<file path="src/rtl/ps2_pkg.sv">
// rtl/ps2_pkg.sv - shared types and constants for the PS/2 key decoder
package ps2_pkg;

  // Frame receiver states
  typedef enum logic [1:0] {
    ST_IDLE   = 2'd0,
    ST_DATA   = 2'd1,
    ST_PARITY = 2'd2,
    ST_STOP   = 2'd3
  } ps2_state_e;

  // Scancode prefix bytes
  localparam logic [7:0] PS2_EXT = 8'hE0;
  localparam logic [7:0] PS2_BRK = 8'hF0;

  // Bit positions inside the 11-bit key event word
  localparam int KEY_TOGGLE  = 10;
  localparam int KEY_PRESSED = 9;
  localparam int KEY_EXT     = 8;

  // A frame is good when the stop bit is high and data plus parity has odd weight
  function automatic logic ps2_frame_ok(input logic [7:0] data,
                                        input logic       parity,
                                        input logic       stop);
    return stop & (^{data, parity});
  endfunction

endpackage

</file>
<file path="src/rtl/ps2_line_filter.sv">
// rtl/ps2_line_filter.sv - two-flop synchronizer plus run-length glitch filter
module ps2_line_filter #(
  parameter int FILTER_LEN = 8
) (
  input  logic clk_sys,
  input  logic reset,
  input  logic line_i,
  output logic level_o
);

  localparam int CW = (FILTER_LEN > 1) ? $clog2(FILTER_LEN) : 1;

  logic          sync1_q, sync2_q;
  logic          level_q, level_d;
  logic [CW-1:0] cnt_q, cnt_d;

  // Count consecutive samples that disagree with the filtered level; flip on the last one
  always_comb begin
    level_d = level_q;
    cnt_d   = cnt_q;
    if (sync2_q == level_q) begin
      cnt_d = '0;
    end else if (cnt_q == CW'(FILTER_LEN - 1)) begin
      level_d = sync2_q;
      cnt_d   = '0;
    end else begin
      cnt_d = cnt_q + 1'b1;
    end
  end

  // Synchronizer and filter registers; the idle PS/2 line is high
  always_ff @(posedge clk_sys) begin
    if (reset) begin
      sync1_q <= 1'b1;
      sync2_q <= 1'b1;
      level_q <= 1'b1;
      cnt_q   <= '0;
    end else begin
      sync1_q <= line_i;
      sync2_q <= sync1_q;
      level_q <= level_d;
      cnt_q   <= cnt_d;
    end
  end

  assign level_o = level_q;

endmodule

</file>
<file path="src/rtl/ps2_key_decoder.sv">
// rtl/ps2_key_decoder.sv - PS/2 frame receiver and key event builder (option: PS2_DECODER_TIMEOUT_EN)
module ps2_key_decoder
  import ps2_pkg::*;
#(
  parameter int FILTER_LEN     = 8,
  parameter int TIMEOUT_CYCLES = 12000
) (
  input  logic        clk_sys,
  input  logic        reset,
  input  logic        ps2_clk_i,
  input  logic        ps2_data_i,
  output logic [10:0] ps2_key,
  output logic        frame_err,
  output logic        busy
);

  logic clk_filt, data_filt;
  logic clk_prev_q;
  logic clk_fall, clk_edge;
  logic timeout_hit;

  ps2_state_e  state_q, state_d;
  logic [2:0]  bit_cnt_q, bit_cnt_d;
  logic [7:0]  shift_q, shift_d;
  logic        parity_q, parity_d;
  logic        ext_q, ext_d;
  logic        brk_q, brk_d;
  logic [10:0] key_q, key_d;
  logic        err_q, err_d;

  ps2_line_filter #(.FILTER_LEN(FILTER_LEN)) u_clk_filter (
    .clk_sys (clk_sys),
    .reset   (reset),
    .line_i  (ps2_clk_i),
    .level_o (clk_filt)
  );

  ps2_line_filter #(.FILTER_LEN(FILTER_LEN)) u_data_filter (
    .clk_sys (clk_sys),
    .reset   (reset),
    .line_i  (ps2_data_i),
    .level_o (data_filt)
  );

  assign clk_fall = clk_prev_q & ~clk_filt;
  assign clk_edge = clk_prev_q ^ clk_filt;

`ifdef PS2_DECODER_TIMEOUT_EN
  localparam int TMO_W = (TIMEOUT_CYCLES > 1) ? $clog2(TIMEOUT_CYCLES) : 1;

  logic [TMO_W-1:0] tmo_q, tmo_d;

  // Idle-clock watchdog: restarts on any filtered clock edge, runs only mid-frame
  always_comb begin
    tmo_d = tmo_q;
    if (clk_edge || (state_q == ST_IDLE)) begin
      tmo_d = '0;
    end else begin
      tmo_d = tmo_q + 1'b1;
    end
  end

  // Watchdog counter register
  always_ff @(posedge clk_sys) begin
    if (reset) begin
      tmo_q <= '0;
    end else begin
      tmo_q <= tmo_d;
    end
  end

  assign timeout_hit = (state_q != ST_IDLE) && !clk_edge &&
                       (tmo_q == TMO_W'(TIMEOUT_CYCLES - 1));
`else
  logic unused_timeout;

  assign unused_timeout = clk_edge ^ (^TIMEOUT_CYCLES);
  assign timeout_hit    = 1'b0;
`endif

  // Frame FSM next state, prefix tracking and key event construction
  always_comb begin
    state_d   = state_q;
    bit_cnt_d = bit_cnt_q;
    shift_d   = shift_q;
    parity_d  = parity_q;
    ext_d     = ext_q;
    brk_d     = brk_q;
    key_d     = key_q;
    err_d     = 1'b0;

    if (clk_fall) begin
      case (state_q)
        ST_IDLE: begin
          if (!data_filt) begin
            state_d   = ST_DATA;
            bit_cnt_d = 3'd0;
          end
        end
        ST_DATA: begin
          shift_d   = {data_filt, shift_q[7:1]};
          bit_cnt_d = bit_cnt_q + 3'd1;
          if (bit_cnt_q == 3'd7) begin
            state_d = ST_PARITY;
          end
        end
        ST_PARITY: begin
          parity_d = data_filt;
          state_d  = ST_STOP;
        end
        ST_STOP: begin
          state_d = ST_IDLE;
          if (ps2_frame_ok(shift_q, parity_q, data_filt)) begin
            if (shift_q == PS2_EXT) begin
              ext_d = 1'b1;
            end else if (shift_q == PS2_BRK) begin
              brk_d = 1'b1;
            end else begin
              key_d[KEY_TOGGLE]  = ~key_q[KEY_TOGGLE];
              key_d[KEY_PRESSED] = ~brk_q;
              key_d[KEY_EXT]     = ext_q;
              key_d[7:0]         = shift_q;
              ext_d              = 1'b0;
              brk_d              = 1'b0;
            end
          end else begin
            err_d = 1'b1;
            ext_d = 1'b0;
            brk_d = 1'b0;
          end
        end
        default: state_d = ST_IDLE;
      endcase
    end else if (timeout_hit) begin
      state_d = ST_IDLE;
      err_d   = 1'b1;
      ext_d   = 1'b0;
      brk_d   = 1'b0;
    end
  end

  // State and output registers; reset abandons any frame without flagging it
  always_ff @(posedge clk_sys) begin
    if (reset) begin
      clk_prev_q <= 1'b1;
      state_q    <= ST_IDLE;
      bit_cnt_q  <= 3'd0;
      shift_q    <= 8'h00;
      parity_q   <= 1'b0;
      ext_q      <= 1'b0;
      brk_q      <= 1'b0;
      key_q      <= 11'h000;
      err_q      <= 1'b0;
    end else begin
      clk_prev_q <= clk_filt;
      state_q    <= state_d;
      bit_cnt_q  <= bit_cnt_d;
      shift_q    <= shift_d;
      parity_q   <= parity_d;
      ext_q      <= ext_d;
      brk_q      <= brk_d;
      key_q      <= key_d;
      err_q      <= err_d;
    end
  end

  assign ps2_key   = key_q;
  assign frame_err = err_q;
  assign busy      = (state_q != ST_IDLE);

endmodule

</file>
<file path="config.mk">
export PLATFORM = sky130hd
export DESIGN_NAME = ps2_key_decoder
export DESIGN_NICKNAME = d
export VERILOG_FILES = /design/src/rtl/ps2_pkg.sv /design/src/rtl/ps2_line_filter.sv /design/src/rtl/ps2_key_decoder.sv
export SDC_FILE = /design/constraint.sdc
export NUM_CORES = 1
export LEC_CHECK = 0
export CAP_MARGIN = 20
export CORE_MARGIN = 5
export CORE_UTILIZATION = 61
export CTS_CLUSTER_DIAMETER = 50
export DETAILED_ROUTE_END_ITERATION = 10
export DONT_BUFFER_PORTS = 1
export HOLD_SLACK_MARGIN = 0.12
export PLACE_DENSITY = 0.86
export SLEW_MARGIN = 5
export SYNTH_ARGS = -nofsm -noshare
export SYNTH_HDL_FRONTEND = slang
export SYNTH_SLANG_ARGS = --single-unit
export TNS_END_PERCENT = 50
</file>
<file path="constraint.sdc">
create_clock -name clk_sys -period 2.6 [get_ports clk_sys]
set_clock_uncertainty 0.2 [all_clocks]
set_input_delay 0.39 -clock clk_sys [delete_from_list [all_inputs] [get_ports clk_sys]]
set_output_delay 0.39 -clock clk_sys [all_outputs]
set_load 0.02 [all_outputs]
</file>
==> flow_summary.toml, run 1 <==
[run_status]
status = "finished, final reports clean"

[drt]
wl_per_cell_um = 14.1
vias = 1142
wirelength_mm = 2.87
via_per_inst = 5.63
drc = 0
detail_route.first_pass.iterations = 4
postRouteAntennaNets = 0
drt_iter0_markers = 74

[flow_run]
maxCapViolations = 0

[logic_synthesis]
syn_inst = 167
synth_top_area_frac = 0.468
syn_area_um2 = 1750
ys_types = 35
syn_avg_cell_area_um2 = 10.5
yosys_warnings = 0
synth_top_area_cell = "dfxtp_1"
synth_area_leaders = "dfxtp_1 (47%), mux2i_1 (12%), ha_1 (7.1%)"
ys_seq_area_frac = 0.468
syn_nets = 181
ys_ff_latch = 41

[timing]
tightestPinTransition_ns = 0.582
setup_violations = 0
max-slew-margin-rel = 0.611
hold_ws_ns = 0.222
final.setup.tns_ns = 0
fmax_mhz = 471
grt_setup_unrepaired = "no"
period_share = 0.817
slew_viol_final = 0
period_needed_ns = 2.12
hold_viol_final = 0

[layout]
diodes = 0
seq_area_um2 = 821
areaGrowthSynthToFinish_pct = 6.71
final_cell_mix = "dfxtp_1 (41), nor2_1 (23), mux2i_1 (21), ha_1 (10), nand2_1 (9)"
fin_nets = 185
final_common_cell = "dfxtp_1"
fin_util = 0.678
nFillCells = 213
drive_gt1_frac = 0.105
final_area_um2 = 1870
multiInputGateArea_um2 = 843

[clocking]
ctsLongestPathBuffers = 2
cts_root_buffer = "clkbuf_4"
numClockSinks = 41
cts_tree = "done"
htreeDepth = 2
cts-buffers-inserted = 5
insertion_delay_ns = 0.35
path_clk_slew_ns = 0.12

[setup_path]
path_max_fanout = 11
cp.arrival_ns = 2.16
cp-end-kind = "flip-flop"
worstSetupPathType = "reg -> reg"
crit_required_ns = 2.64
start_kind = "flip-flop"

[placement]
gp_congestion = 0.752
dp_hpwl_mm = 2.02
placed_area_um2 = 1740
io_buffers = 0

[power_and_ir_drop]
power.leakage_uw = 0.000805
power_density_nw_per_um2 = 579
peakVddDrop_uv = 499

[floorplanning]
core_um2 = 2760
die_w_um = 63.6
pin_count = 17
die_h_um = 63.6
design.die.area_um2 = 4050
rows = 19
start_util = 0.636

[grt]
antenna_found_initial = 0
grt_pass1_wl_mm = 5.05
grt_max_degree = 36
overflow = 0
grt.total_usage = 0.159
grt_pass1_vias = 1172

[hold_path]
hold_path.class = "reg -> reg"
[synthesized netlist by cell type, drive strengths merged]
cell and instances:
clkbuf 3, nand3b 1, nand2 9, a31o 1
nor2 23, a21boi 1, or4 1, mux2i 22
nor3 4, o21ai 3, dlygate4sd1 1, o31ai 1
and3b 1, nand3 2, xor3 1, a32o 1
nor4 3, xor2 1, xnor2 6, or2 5
and2 4, dfxtp 41, xnor3 2, nor2b 1
ha 10, a21oi 3, o2111ai 2, buf 4
a32oi 2, a211oi 1, inv 7
[state kept, by name, summed over array words and instances (netlist names), 2 cells and up]
register / flops
bit_cnt_q: 3
ps2_key: 11
shift_q: 8
state_q: 2
u_clk_filter.cnt_q: 3
u_data_filter.cnt_q: 3
[path summary, 6_finish.rpt]
check / start / end / slack, ns / depth (start not counted)
max: shift_q[7] / ps2_key[8] / 0.48 / 6
min: u_data_filter.sync1_q / u_data_filter.sync2_q / 0.22 / 1
max reg2reg: shift_q[7] / ps2_key[8] / 0.48 / 6
min reg2reg: u_data_filter.sync1_q / u_data_filter.sync2_q / 0.22 / 1
[metrics by stage]
step	cells	worst slack (ns)	total power, µW
after detailed placement	191	0.522	654
final	203	0.477	1080
after global placement	191	0.599	653
after CTS	202	0.219	1090
after global routing	203	0.260	1130
after floorplan	167	0.635	661
[cells by family (layout without fill, tap and decap cells)]
logic type / Yosys count / count (layout) / share of synthesized area
flops: 41 / 41 / 0.468
mux: 22 / 22 / 0.128
xor+xnor: 10 / 10 / 0.0757
simple gates: 54 / 54 / 0.146
buf+inv: 15 / 20 / 0.0507
compound gates: 15 / 15 / 0.0607
fa+ha+maj: 10 / 10 / 0.0714
[worst max-delay path, cell delays in order, from the launching register on]
cell	delay, ns
dfxtp_1	0.43
xor2_1	0.18
xnor3_2	0.49
mux2i_2	0.19
buf_4	0.25
mux2i_1	0.22
nor2_1	0.05
[per-layer routing]
| metal | part of all wire | GRT usage | vias up |
|---|---|---|---|
| met2 | 0.49 | 0.256 | 22 |
| li1 | - | - | 580 |
| met4 | 0.032 | 0.104 | 0 |
| met5 | 0 | 0 | - |
| met1 | 0.42 | 0.174 | 528 |
| met3 | 0.055 | 0.0568 | 12 |
[layout make-up]
cell class | instances | share of cell area
clock buffers | 6 | 0.0274
clock inverters | 2 | 0.0201
inverters | 7 | 0.0140
multi-input cells | 111 | 0.451
flip-flops and latches | 41 | 0.439
well taps | 31 | 0.0207
repair buffers | 5 | 0.0281
[power breakdown]
part / total [µW] / switching (µW) / internal [µW] / leakage [µW]
logic: 19.8 / 11.2 / 8.62 / 0.000429
clock network: 431 / 202 / 228 / 0.0000445
registers: 633 / 1.54 / 632 / 0.000331
total: 1080 / 215 / 869 / 0.000805
[repair_timing]
| action | in CTS | in global routing |
|---|---|---|
| gates resized for setup | 0 | 0 |
| hold endpoints to repair | 40 | 0 |
| setup buffers | 0 | 0 |
| hold buffers | 3 | 0 |
(Power assumes the default switching activity.)
==> inputs of run 2 (changes only) <==
--- a/config.mk
+++ b/config.mk
@@ -7,12 +7,12 @@
 export LEC_CHECK = 0
 export CAP_MARGIN = 20
 export CORE_MARGIN = 5
-export CORE_UTILIZATION = 61
+export CORE_UTILIZATION = 55
 export CTS_CLUSTER_DIAMETER = 50
 export DETAILED_ROUTE_END_ITERATION = 10
 export DONT_BUFFER_PORTS = 1
 export HOLD_SLACK_MARGIN = 0.12
-export PLACE_DENSITY = 0.86
+export PLACE_DENSITY = 0.82
 export SLEW_MARGIN = 5
 export SYNTH_ARGS = -nofsm -noshare
 export SYNTH_HDL_FRONTEND = slang
==> constraint.sdc (replaced) <==
create_clock -name clk_sys -period 1.73 [get_ports clk_sys]
set_clock_uncertainty 0.2 [all_clocks]
set_input_delay 0.2595 -clock clk_sys [delete_from_list [all_inputs] [get_ports clk_sys]]
set_output_delay 0.2595 -clock clk_sys [all_outputs]
set_load 0.02 [all_outputs]
==> run 2 against run 1 <==
Against the previous run:
- the run now ends with hold timing, setup timing left
- power increased by 61%
- hold slack got worse by 0.47 ns
- via count increased by 13%
- final cell count increased by 18%
- core utilization increased by 6.1 points
- critical path depth unchanged
- count of clock-buffer cells in the layout decreased by 1
- clock power increased by 79%
- sequential share of layout area decreased by 7.2 points
- setup slack got worse by 0.80 ns
- sequential power increased by 50%
- register-to-register slack got worse by 0.80 ns
==> flow_summary.toml, run 2 (synthesis results as in run 1) <==
[layout]
diodes = 0
areaGrowthSynthToFinish_pct = 28.7
nFillCells = 226
fin_nets = 209
final_common_cell = "dfxtp_1"
multiInputGateArea_um2 = 960
drive_gt1_frac = 0.276
layout.cells.non_filler = 240
seq_area_um2 = 828
final_cell_mix = "dfxtp_1 (37), nor2_1 (23), mux2i_1 (21), buf_4 (18)"
largest_reg_flops = 11

[power_and_ir_drop]
power.leakage_uw = 0.000943
peakVddDrop_uv = 499
power_density_nw_per_um2 = 774

[placement]
io_buffers = 0
dp_hpwl_mm = 2.31
pre_cts_slack_ns = -0.275
post-place-cells = 222
gp_congestion = 0.711

[clocking]
numClockSinks = 41
ctsLongestPathBuffers = 2
hold_buffers = 8
path_clk_slew_ns = 0.13
cts-buffers-inserted = 5
cts_root_buffer = "clkbuf_4"
insertion_delay_ns = 0.35
cts_tree = "done"
htreeDepth = 2

[timing]
fmax_mhz = 487
hold_viol_final = 31
period_share = 1.19
slew_viol_final = 0
setup_slack_ns = -0.323
hold_ws_ns = -0.243
period_needed_ns = 2.05
grt_setup_unrepaired = "yes"
setup_violations = 14
final.setup.tns_ns = -3.21
tightestPinTransition_ns = 0.313
max-slew-margin-rel = 0.791

[grt]
grt_max_degree = 36
antenna_found_initial = 0
grt.total_usage = 0.175
overflow = 0
grt_pass1_wl_mm = 5.85
grt_pass1_vias = 1299

[drt]
postRouteAntennaNets = 0
wirelength_mm = 3.58
drt_iter0_markers = 142
wl_per_cell_um = 14.9
via_per_inst = 5.38
detail_route.first_pass.iterations = 4
vias = 1292
drc = 0

[setup_path]
crit_required_ns = 1.78
timing.rr.start = "shift_q[1]"
start_kind = "flip-flop"
worstSetupPathType = "reg -> reg"
cp.arrival_ns = 2.10
crit_start = "shift_q[1]"
cp-end-kind = "flip-flop"
ff2ff_path_depth = 6
path_max_fanout = 5

[floorplanning]
pin_count = 17
die_h_um = 66.5
design.die.area_um2 = 4420
die_w_um = 66.5
start_util = 0.574
rows = 20
core_um2 = 3050

[run_status]
violations = "hold timing, setup timing"
status = "complete, but fails checks"

[hold_path]
worst_hold_startpoint = "reset"
whs_path_depth = 1
hold_path.class = "in -> reg"

[flow_run]
maxCapViolations = 0
## run 2: final timing paths
kind / slack (ns) / end
setup / recovery: -0.32 / ps2_key[6]
hold / removal: -0.24 / parity_q
setup reg to reg: -0.32 / ps2_key[6]
hold reg to reg: 0.25 / u_data_filter.cnt_q[0]
## run 2: cell type report
class | count | share of cell area
Clock buffer | 5 | 0.0166
Clock inverter | 3 | 0.0305
Inverter | 7 | 0.0116
Multi-Input combinational cell | 111 | 0.425
Sequential cell | 41 | 0.367
Tap cell | 44 | 0.0244
Timing Repair Buffer | 29 | 0.124
## run 2: what timing repair did
action                                 CTS  global route
setup endpoints to repair               20            20
cloned                                   0             1
endpoints found under the hold margin   41            31
setup buffers                            0             1
resized for setup                       13            11
pin swaps                                3             5
## run 2: where the power goes
group	switching [µW]	leakage (µW)	internal (µW)
sequential	2.85	0.000334	948
combinational	5.99	0.000554	15.1
clock	318	0.0000558	455
total	327	0.000943	1420
## run 2: through the flow
stage,power [µW],area (µm²),utilization
finish,1750,2260,0.739
detailed placement,983,1920,0.627
global route,1810,2260,0.739
CTS,1770,2150,0.704
global placement,982,1920,0.627
floorplan,994,1760,-
## run 2: metal layers
| metal | vias up | GRT usage | share of wire |
|---|---|---|---|
| li1 | 630 | - | - |
| met1 | 621 | 0.196 | 0.40 |
| met2 | 32 | 0.297 | 0.53 |
| met3 | 9 | 0.0607 | 0.049 |
| met4 | 0 | 0.0761 | 0.021 |
| met5 | - | 0 | 0 |
## run 2: worst max-delay path: stages, from the launching register on
cell and delay [ns]:
dfxtp_2 0.37, or4_4 0.59, o2111ai_4 0.24, mux2i_4 0.13, clkbuf_16 0.18, mux2i_1 0.20, nor2_1 0.06
